## config.mk

```make
export PLATFORM = sky130hd
export DESIGN_NAME = lock_sequencer
export DESIGN_NICKNAME = d
export VERILOG_FILES = /design/src/rtl/lock_pkg.sv /design/src/rtl/code_buffer.sv /design/src/rtl/lock_sequencer.sv
export SDC_FILE = /design/constraint.sdc
export NUM_CORES = 1
export LEC_CHECK = 0
export CORE_ASPECT_RATIO = 0.7
export CORE_MARGIN = 2
export CORE_UTILIZATION = 44
export DETAILED_ROUTE_END_ITERATION = 8
export GPL_TIMING_DRIVEN = 0
export PLACE_DENSITY_LB_ADDON = 0.2
export SLEW_MARGIN = 20
export SYNTH_ARGS = -nofsm -noshare
export SYNTH_HDL_FRONTEND = slang
export SYNTH_SLANG_ARGS = --single-unit
```

## constraint.sdc

```tcl
create_clock -name clk -period 5.4 [get_ports clk]
set_clock_uncertainty 0.05 [all_clocks]
set_input_delay 1.08 -clock clk [delete_from_list [all_inputs] [get_ports clk]]
set_output_delay 1.08 -clock clk [all_outputs]
set_load 0.03 [all_outputs]
```

## src/rtl/lock_pkg.sv

```systemverilog
// Shared constants and types for the keypad lock sequencer.
//   DIGIT_W           : bits per entered digit
//   KEY_*             : key codes with a control meaning
//   state_t           : sequencer state encoding (also driven on state_o)
//   is_digit()        : true for keys 0..6
package lock_pkg;

    localparam int unsigned DIGIT_W = 4;

    localparam logic [DIGIT_W-1:0] KEY_MAX_DIGIT = 4'd6;
    localparam logic [DIGIT_W-1:0] KEY_CLEAR     = 4'd7;
    localparam logic [DIGIT_W-1:0] KEY_PROG      = 4'd8;
    localparam logic [DIGIT_W-1:0] KEY_ENTER     = 4'd9;

    typedef enum logic [2:0] {
        IDLE         = 3'd0,
        READ_LOCK    = 3'd1,
        READ_ADMIN   = 3'd2,
        READ_NEW     = 3'd3,
        READ_CONFIRM = 3'd4,
        LOCKOUT      = 3'd5,
        OPEN         = 3'd6
    } state_t;

    function automatic logic is_digit(input logic [DIGIT_W-1:0] k);
        return (k <= KEY_MAX_DIGIT);
    endfunction

endpackage

```

## src/rtl/code_buffer.sv

```systemverilog
// Digit code register: shift-in entry, parallel load, length count,
// overflow flag and equality compare against a reference code.
//   clk, rst    : clock, synchronous active-high reset
//   clr         : empty the buffer (count 0, ovf 0)
//   shift       : append digit at the least significant end
//   digit       : digit to append
//   load        : parallel load of load_data / load_len (ovf cleared)
//   ref_data    : reference code, right-aligned
//   ref_len     : reference code length in digits
//   data        : held digits, right-aligned, MSD first
//   count       : number of held digits (saturates at MAX_LEN)
//   ovf         : a digit arrived while already full
//   match_c     : combinational; buffer equals reference and not overflowed
module code_buffer
    import lock_pkg::*;
#(
    parameter  int unsigned MAX_LEN = 6,
    localparam int unsigned CODE_W  = MAX_LEN * DIGIT_W,
    localparam int unsigned CNT_W   = $clog2(MAX_LEN + 1)
) (
    input  logic               clk,
    input  logic               rst,
    input  logic               clr,
    input  logic               shift,
    input  logic [DIGIT_W-1:0] digit,
    input  logic               load,
    input  logic [CODE_W-1:0]  load_data,
    input  logic [CNT_W-1:0]   load_len,
    input  logic [CODE_W-1:0]  ref_data,
    input  logic [CNT_W-1:0]   ref_len,
    output logic [CODE_W-1:0]  data,
    output logic [CNT_W-1:0]   count,
    output logic               ovf,
    output logic               match_c
);

    // Storage; once full, extra digits only raise ovf so the entry can never match.
    always_ff @(posedge clk) begin
        if (rst || clr) begin
            data  <= '0;
            count <= '0;
            ovf   <= 1'b0;
        end else if (load) begin
            data  <= load_data;
            count <= load_len;
            ovf   <= 1'b0;
        end else if (shift) begin
            if (count == CNT_W'(MAX_LEN)) begin
                ovf <= 1'b1;
            end else begin
                data  <= {data[CODE_W-DIGIT_W-1:0], digit};
                count <= count + CNT_W'(1);
            end
        end
    end

    // Codes are right-aligned with zero fill, so equal length plus equal data is exact.
    assign match_c = !ovf && (count == ref_len) && (data == ref_data);

endmodule

```

## src/rtl/lock_sequencer.sv

```systemverilog
// Keypad lock sequencer: unlock and reprogram sessions, code storage,
// failed-attempt counting, lockout and unlock hold timing.
//   clk, rst   : clock, synchronous active-high reset
//   key_valid  : one-cycle strobe qualifying key
//   key        : 0-6 digit, 7 CLEAR, 8 PROG, 9 ENTER, 10-15 ignored
//   unlocked   : lock released (registered)
//   prog_done  : one-cycle pulse, new user code committed
//   error      : one-cycle pulse, entry rejected
//   lockout    : high while locked out after too many failures
//   state_o    : current state encoding
module lock_sequencer
    import lock_pkg::*;
#(
    parameter int unsigned                   MIN_LEN        = 4,
    parameter int unsigned                   MAX_LEN        = 6,
    parameter logic [MAX_LEN*DIGIT_W-1:0]    DEFAULT_CODE   = 24'h123456,
    parameter int unsigned                   DEFAULT_LEN    = 6,
    parameter logic [MAX_LEN*DIGIT_W-1:0]    ADMIN_CODE     = 24'h654321,
    parameter int unsigned                   MAX_FAILS      = 3,
    parameter int unsigned                   LOCKOUT_CYCLES = 1000,
    parameter int unsigned                   UNLOCK_CYCLES  = 500
) (
    input  logic       clk,
    input  logic       rst,
    input  logic       key_valid,
    input  logic [3:0] key,
    output logic       unlocked,
    output logic       prog_done,
    output logic       error,
    output logic       lockout,
    output logic [2:0] state_o
);

    localparam int unsigned CODE_W  = MAX_LEN * DIGIT_W;
    localparam int unsigned CNT_W   = $clog2(MAX_LEN + 1);
    localparam int unsigned FAIL_W  = $clog2(MAX_FAILS + 1);
    localparam int unsigned TMR_MAX = (LOCKOUT_CYCLES > UNLOCK_CYCLES) ? LOCKOUT_CYCLES
                                                                       : UNLOCK_CYCLES;
    localparam int unsigned TMR_W   = $clog2(TMR_MAX + 1);

    state_t              state;
    state_t              next_state;

    logic [CODE_W-1:0]   entry_data;
    logic [CNT_W-1:0]    entry_count;
    logic                entry_ovf;
    logic                entry_match_c;
    logic [CODE_W-1:0]   cand_data;
    logic [CNT_W-1:0]    cand_count;
    logic                cand_ovf;
    logic                cand_match_c;

    logic [CODE_W-1:0]   stored_code;
    logic [CNT_W-1:0]    stored_len;
    logic [CODE_W-1:0]   ref_data_c;
    logic [CNT_W-1:0]    ref_len_c;

    logic [FAIL_W-1:0]   fail_cnt;
    logic [TMR_W-1:0]    timer;

    logic                in_read_c;
    logic                entry_shift_c;
    logic                entry_clr_c;
    logic                cand_clr_c;
    logic                cand_load_c;
    logic                commit_c;
    logic                err_c;
    logic                done_c;
    logic                fail_inc_c;
    logic                fail_clr_c;
    logic                tmr_load_c;
    logic [TMR_W-1:0]    tmr_val_c;
    logic                confirm_ok_c;
    logic                len_ok_c;
    state_t              fail_dest_c;

    // Entry buffer: digits typed in the current session.
    code_buffer #(.MAX_LEN(MAX_LEN)) u_entry (
        .clk       (clk),
        .rst       (rst),
        .clr       (entry_clr_c),
        .shift     (entry_shift_c),
        .digit     (key),
        .load      (1'b0),
        .load_data ('0),
        .load_len  ('0),
        .ref_data  (ref_data_c),
        .ref_len   (ref_len_c),
        .data      (entry_data),
        .count     (entry_count),
        .ovf       (entry_ovf),
        .match_c   (entry_match_c)
    );

    // Candidate buffer: new code awaiting confirmation, compared against the entry.
    code_buffer #(.MAX_LEN(MAX_LEN)) u_cand (
        .clk       (clk),
        .rst       (rst),
        .clr       (cand_clr_c),
        .shift     (1'b0),
        .digit     ('0),
        .load      (cand_load_c),
        .load_data (entry_data),
        .load_len  (entry_count),
        .ref_data  (entry_data),
        .ref_len   (entry_count),
        .data      (cand_data),
        .count     (cand_count),
        .ovf       (cand_ovf),
        .match_c   (cand_match_c)
    );

    // Reference for the entry compare: admin code while authenticating, else user code.
    always_comb begin
        ref_data_c = stored_code;
        ref_len_c  = stored_len;
        if (state == READ_ADMIN) begin
            ref_data_c = ADMIN_CODE;
            ref_len_c  = CNT_W'(MAX_LEN);
        end
    end

    assign in_read_c     = (state == READ_LOCK) || (state == READ_ADMIN) ||
                           (state == READ_NEW)  || (state == READ_CONFIRM);
    assign entry_shift_c = key_valid && in_read_c && is_digit(key);
    assign confirm_ok_c  = cand_match_c && !entry_ovf;
    assign len_ok_c      = !entry_ovf && (entry_count >= CNT_W'(MIN_LEN));
    assign fail_dest_c   = (fail_cnt >= FAIL_W'(MAX_FAILS - 1)) ? LOCKOUT : IDLE;

    // State register
    always_ff @(posedge clk) begin
        if (rst) begin
            state <= IDLE;
        end else begin
            state <= next_state;
        end
    end

    // Next-state and session control
    always_comb begin
        next_state  = state;
        cand_load_c = 1'b0;
        commit_c    = 1'b0;
        err_c       = 1'b0;
        done_c      = 1'b0;
        fail_inc_c  = 1'b0;
        fail_clr_c  = 1'b0;
        tmr_load_c  = 1'b0;
        tmr_val_c   = '0;

        case (state)
            IDLE: begin
                if (key_valid && (key == KEY_ENTER)) begin
                    next_state = READ_LOCK;
                end else if (key_valid && (key == KEY_PROG)) begin
                    next_state = READ_ADMIN;
                end
            end

            READ_LOCK: begin
                if (key_valid && (key == KEY_CLEAR)) begin
                    next_state = IDLE;
                end else if (key_valid && (key == KEY_ENTER)) begin
                    if (entry_match_c) begin
                        next_state = OPEN;
                        fail_clr_c = 1'b1;
                    end else begin
                        err_c      = 1'b1;
                        fail_inc_c = 1'b1;
                        next_state = fail_dest_c;
                    end
                end else if (key_valid && (key == KEY_PROG)) begin
                    err_c      = 1'b1;
                    next_state = IDLE;
                end
            end

            READ_ADMIN: begin
                if (key_valid && (key == KEY_CLEAR)) begin
                    next_state = IDLE;
                end else if (key_valid && (key == KEY_PROG)) begin
                    if (entry_match_c) begin
                        next_state = READ_NEW;
                    end else begin
                        err_c      = 1'b1;
                        fail_inc_c = 1'b1;
                        next_state = fail_dest_c;
                    end
                end else if (key_valid && (key == KEY_ENTER)) begin
                    err_c      = 1'b1;
                    next_state = IDLE;
                end
            end

            READ_NEW: begin
                if (key_valid && (key == KEY_CLEAR)) begin
                    next_state = IDLE;
                end else if (key_valid && (key == KEY_PROG)) begin
                    if (len_ok_c) begin
                        cand_load_c = 1'b1;
                        next_state  = READ_CONFIRM;
                    end else begin
                        err_c      = 1'b1;
                        next_state = IDLE;
                    end
                end else if (key_valid && (key == KEY_ENTER)) begin
                    err_c      = 1'b1;
                    next_state = IDLE;
                end
            end

            READ_CONFIRM: begin
                if (key_valid && (key == KEY_CLEAR)) begin
                    next_state = IDLE;
                end else if (key_valid && (key == KEY_PROG)) begin
                    if (confirm_ok_c) begin
                        commit_c = 1'b1;
                        done_c   = 1'b1;
                    end else begin
                        err_c = 1'b1;
                    end
                    next_state = IDLE;
                end else if (key_valid && (key == KEY_ENTER)) begin
                    err_c      = 1'b1;
                    next_state = IDLE;
                end
            end

            OPEN: begin
                if ((key_valid && (key == KEY_ENTER)) || (timer == '0)) begin
                    next_state = IDLE;
                end
            end

            LOCKOUT: begin
                if (timer == '0) begin
                    next_state = IDLE;
                    fail_clr_c = 1'b1;
                end
            end

            default: begin
                next_state = IDLE;
            end
        endcase

        // Timer loads with N-1 so the state is held for exactly N cycles.
        if ((next_state != state) && (next_state == OPEN)) begin
            tmr_load_c = 1'b1;
            tmr_val_c  = TMR_W'(UNLOCK_CYCLES - 1);
        end else if ((next_state != state) && (next_state == LOCKOUT)) begin
            tmr_load_c = 1'b1;
            tmr_val_c  = TMR_W'(LOCKOUT_CYCLES - 1);
        end
    end

    // Every session transition starts the next digit sequence from empty.
    assign entry_clr_c = (next_state != state);
    assign cand_clr_c  = (next_state == IDLE) && (state != IDLE);

    // User code storage
    always_ff @(posedge clk) begin
        if (rst) begin
            stored_code <= DEFAULT_CODE;
            stored_len  <= CNT_W'(DEFAULT_LEN);
        end else if (commit_c) begin
            stored_code <= cand_data;
            stored_len  <= cand_count;
        end
    end

    // Consecutive failure counter
    always_ff @(posedge clk) begin
        if (rst) begin
            fail_cnt <= '0;
        end else if (fail_clr_c) begin
            fail_cnt <= '0;
        end else if (fail_inc_c) begin
            fail_cnt <= fail_cnt + FAIL_W'(1);
        end
    end

    // Shared down-counter for OPEN and LOCKOUT
    always_ff @(posedge clk) begin
        if (rst) begin
            timer <= '0;
        end else if (tmr_load_c) begin
            timer <= tmr_val_c;
        end else if (timer != '0) begin
            timer <= timer - TMR_W'(1);
        end
    end

    // Registered outputs, aligned with the state they describe
    always_ff @(posedge clk) begin
        if (rst) begin
            unlocked  <= 1'b0;
            lockout   <= 1'b0;
            error     <= 1'b0;
            prog_done <= 1'b0;
        end else begin
            unlocked  <= (next_state == OPEN);
            lockout   <= (next_state == LOCKOUT);
            error     <= err_c;
            prog_done <= done_c;
        end
    end

    assign state_o = state;

endmodule
```

==> run summary <==
Outcome = completed
Setup Fix Bufs, Post-CTS = 0
CTS Buf Count = 9
Bufs and invs on worst path = 2
Setup CP Type = primary input to flip-flop
Hold Path End = stored_code[1]$_SDFFE_PP1P_
First DRT Iteration DRCs = 318
Min-Delay Path Class = flip-flop to flip-flop
Die area = 12600 um^2
Sw Share = 26.3%
Synth Flop Type = dfxtp_1
Vias in the first global route = 3857
Area Overhead vs Synth = 11.2%
First-pass GRT wire length = 22100 um
Average cell area after synthesis = 9.03 um^2
Max VDD drop = 169 uV
# rows = 32
Dpl hpwl = 10600 um
Syn_nets = 580
# nets final = 602
Most common cell after layout, fill and taps aside = dfxtp_1
RR Endpoint = u_cand.data[9]$_SDFFE_PP0P_
Quantity of gates resized following cts = 0
Clock share of power = 36.8%
P_int = 1.26 mW
Final Total Pwr = 1.70 mW
Async SR Flop Fraction = 0%
Clock buffer depth = 2
Number of inserted diodes = 0
Combinational power share = 16.5%
Launch point of the worst hold path = stored_code[1]$_SDFFE_PP1P_
Initial Utilization = 45.8%
Clk_lat worst skew = 340 ps
Routed vias = 4218
FF-to-FF path depth = 11
GRT Total Usage = 23.5%
Clk slew on worst S/H paths = 60 ps
Vias/cell = 5.66
Die H = 94.4 um
Post-synth cell types = 64
EDFF count, synth = 0
Fin crit share = 87.8%
Worst Hold Depth = 2
Post-layout util = 51.0%
Cell Chain, Critical Path = clkdlybuf4s50_1 -> nor4bb_1 -> nand2_1 -> nand2_1 -> o21ai_1 -> nor2b_1 -> a21oi_1 -> o31ai_1 -> o41ai_4 -> buf_2 -> a211oi_1
Most frequent CP cell = nand2_1
Synth Cell Area = 5140 um^2
Most frequent cells in the layout = 101 x dfxtp_1, 70 x nor2_1, 59 x mux2i_1, 33 x nand2_1, 31 x xor2_1
Peak fanout along the critical path = 10
Post-synthesis register bit count = 101
Hold-fix buffers, CTS = 0
FF-to-FF setup slack = 1270 ps
Total number of cells along the worst setup path = 11
Critical Path End Type = flip-flop
Share of power burned in registers = 46.7%
Std-Cell Core Area = 11200 um^2
Max transition margin = 25.2%
I/O pin count = 14
DR pass1 iterations = 5
Post-detailed-route DRC marker count = 0
Fraction of layout cells with a size suffix above 1 = 6.25%
Worst Path Required = 5550 ps
Initial antenna violation count = 0
Worst Setup SP = key[3]
Final Hold Vio Count = 0
H-tree depth = 3
Routed wire length = 14200 um
Largest net degree at the start of global routing = 15
Total gr overflow = 0
Pwr per Cell Area = 298 nW/um^2
Total negative slack = 0 ps
Wire per inst = 19.0 um
Kind of cell adding the most delay to the critical path = simple AND/OR/NAND/NOR gates
GP Congestion = 0.976
Max Fclk = 0.211 GHz
Die extent in x = 133 um
Root Buffer = clkbuf_16
Clock Sinks = 101
Pins Over Slew Limit = 0
Unrepaired setup endpoints after global routing = false
Leakage = 2.27 nW
Post-route ant nets = 0
Port-buffer cells = 11
Final setup viols = 0
Arr. time, crit path = 4890 ps
Yosys warns = 0
Cell count after synthesis = 569
Period minus WS final = 4740 ps
Crit path largest cell delay = 960 ps
Psw = 0.448 mW
Max Cap Viol = 0
CTS tree = done
Worst r2r src = state_o[0]$_SDFF_PP0_
Slowest-stage cell, CP = nor4bb_1
Seq/Total Area, Yosys = 39.3%
Startpoint type of the worst setup path = primary input
Worst-Margin Slew = 1110 ps
cells by family (layout without fill, tap and decap cells):
group | Yosys count | after routing | share of synthesized area, %
flip-flops | 101 | 101 | 39.3
AO/OA/AOI/OAI | 86 | 86 | 12.2
multiplexers | 62 | 62 | 12.1
XOR/XNOR | 44 | 44 | 7.50
AND/OR/NAND/NOR | 220 | 220 | 23.3
buffers and inverters | 52 | 75 | 4.55
adder cells (fa/ha/maj) | 4 | 4 | 0.974
final cells by class:
class                           instances  area, um^2
Sequential cell                       101        2020
Clock inverter                          2        37.5
Inverter                               19        71.3
Buffer                                 33         163
Fill cell                            1079        5490
Clock buffer                           10         239
Timing Repair Buffer                   11         110
Multi-Input combinational cell        416        2880
Tap cell                              153         191
worst min-delay path, cell delays in order, from the launching register on:
cell and delay [ps]:
dfxtp_1 350, mux2i_1 80, nand2_1 60
state kept, by name, indices dropped and copies added (netlist names):
name           cells
u_entry.data      24
fail_cnt           2
state_o            3
stored_code       24
stored_len         3
lockout            1
u_entry.ovf        1
unlocked           1
u_cand.data       24
u_cand.count       3
timer             10
error              1
prog_done          1
u_entry.count      3
routing by layer:
metal / global-route usage (%) / vias up / wire (um)
li1: - / 2035 / -
met1: 35.8 / 2010 / 7270
met2: 32.1 / 158 / 5520
met3: 6.55 / 15 / 1210
met4: 6.29 / 0 / 183
met5: 0 / - / 0
per-stage QoR:
stage | setup WS (ps) | hold WS, ps | cell area [um^2] | std cells
floorplan | 1970 | 398 | 5140 | 569
global placement | 296 | 438 | 5440 | 733
detailed placement | 403 | 436 | 5440 | 733
CTS | 764 | 451 | 5720 | 745
global route | 427 | 486 | 5720 | 745
finish | 658 | 461 | 5720 | 745
power by group through the flow:
stage          Sequential (mW)  Combinational [mW]  Clock, mW
3_3_place_gp             0.810               0.273          0
5_1_grt                  0.797               0.309      0.667
3_5_place_dp             0.811               0.277          0
4_1_cts                  0.795               0.278      0.642
2_1_floorplan            0.806               0.216          0
6_report                 0.795               0.280      0.628
cell usage after synthesis (all sizes together) (5+ instances only):
master / count / area share [%]
and3: 5 / 0.61
inv: 19 / 1.4
clkbuf: 19 / 1.4
nand2b: 8 / 0.97
mux2i: 59 / 11
a21oi: 26 / 2.6
nand4: 5 / 0.61
nor3: 10 / 1.2
o21ai: 8 / 0.78
nor2: 70 / 5.1
o22ai: 6 / 0.73
nor2b: 26 / 3.2
a211oi: 12 / 1.8
and2b: 16 / 2.3
dfxtp: 101 / 39
xnor2: 13 / 2.2
and2: 7 / 0.85
buf: 14 / 1.8
nand2: 34 / 2.5
a2111oi: 6 / 1.4
xor2: 31 / 5.3
nor4: 16 / 2.3
worst max-delay path by stage:
stage | slack (ps) | to
final | 660 | u_cand.data[9]$_SDFFE_PP0P_
after global routing | 430 | u_cand.data[9]$_SDFFE_PP0P_
after CTS | 760 | u_cand.data[9]$_SDFFE_PP0P_
after detailed placement | 400 | u_cand.data[9]$_SDFFE_PP0P_
after global placement | 300 | u_cand.data[9]$_SDFFE_PP0P_
after floorplan | 1970 | u_entry.data[10]$_SDFFE_PP0P_
Note: power is estimated with default switching activity, not from simulation.
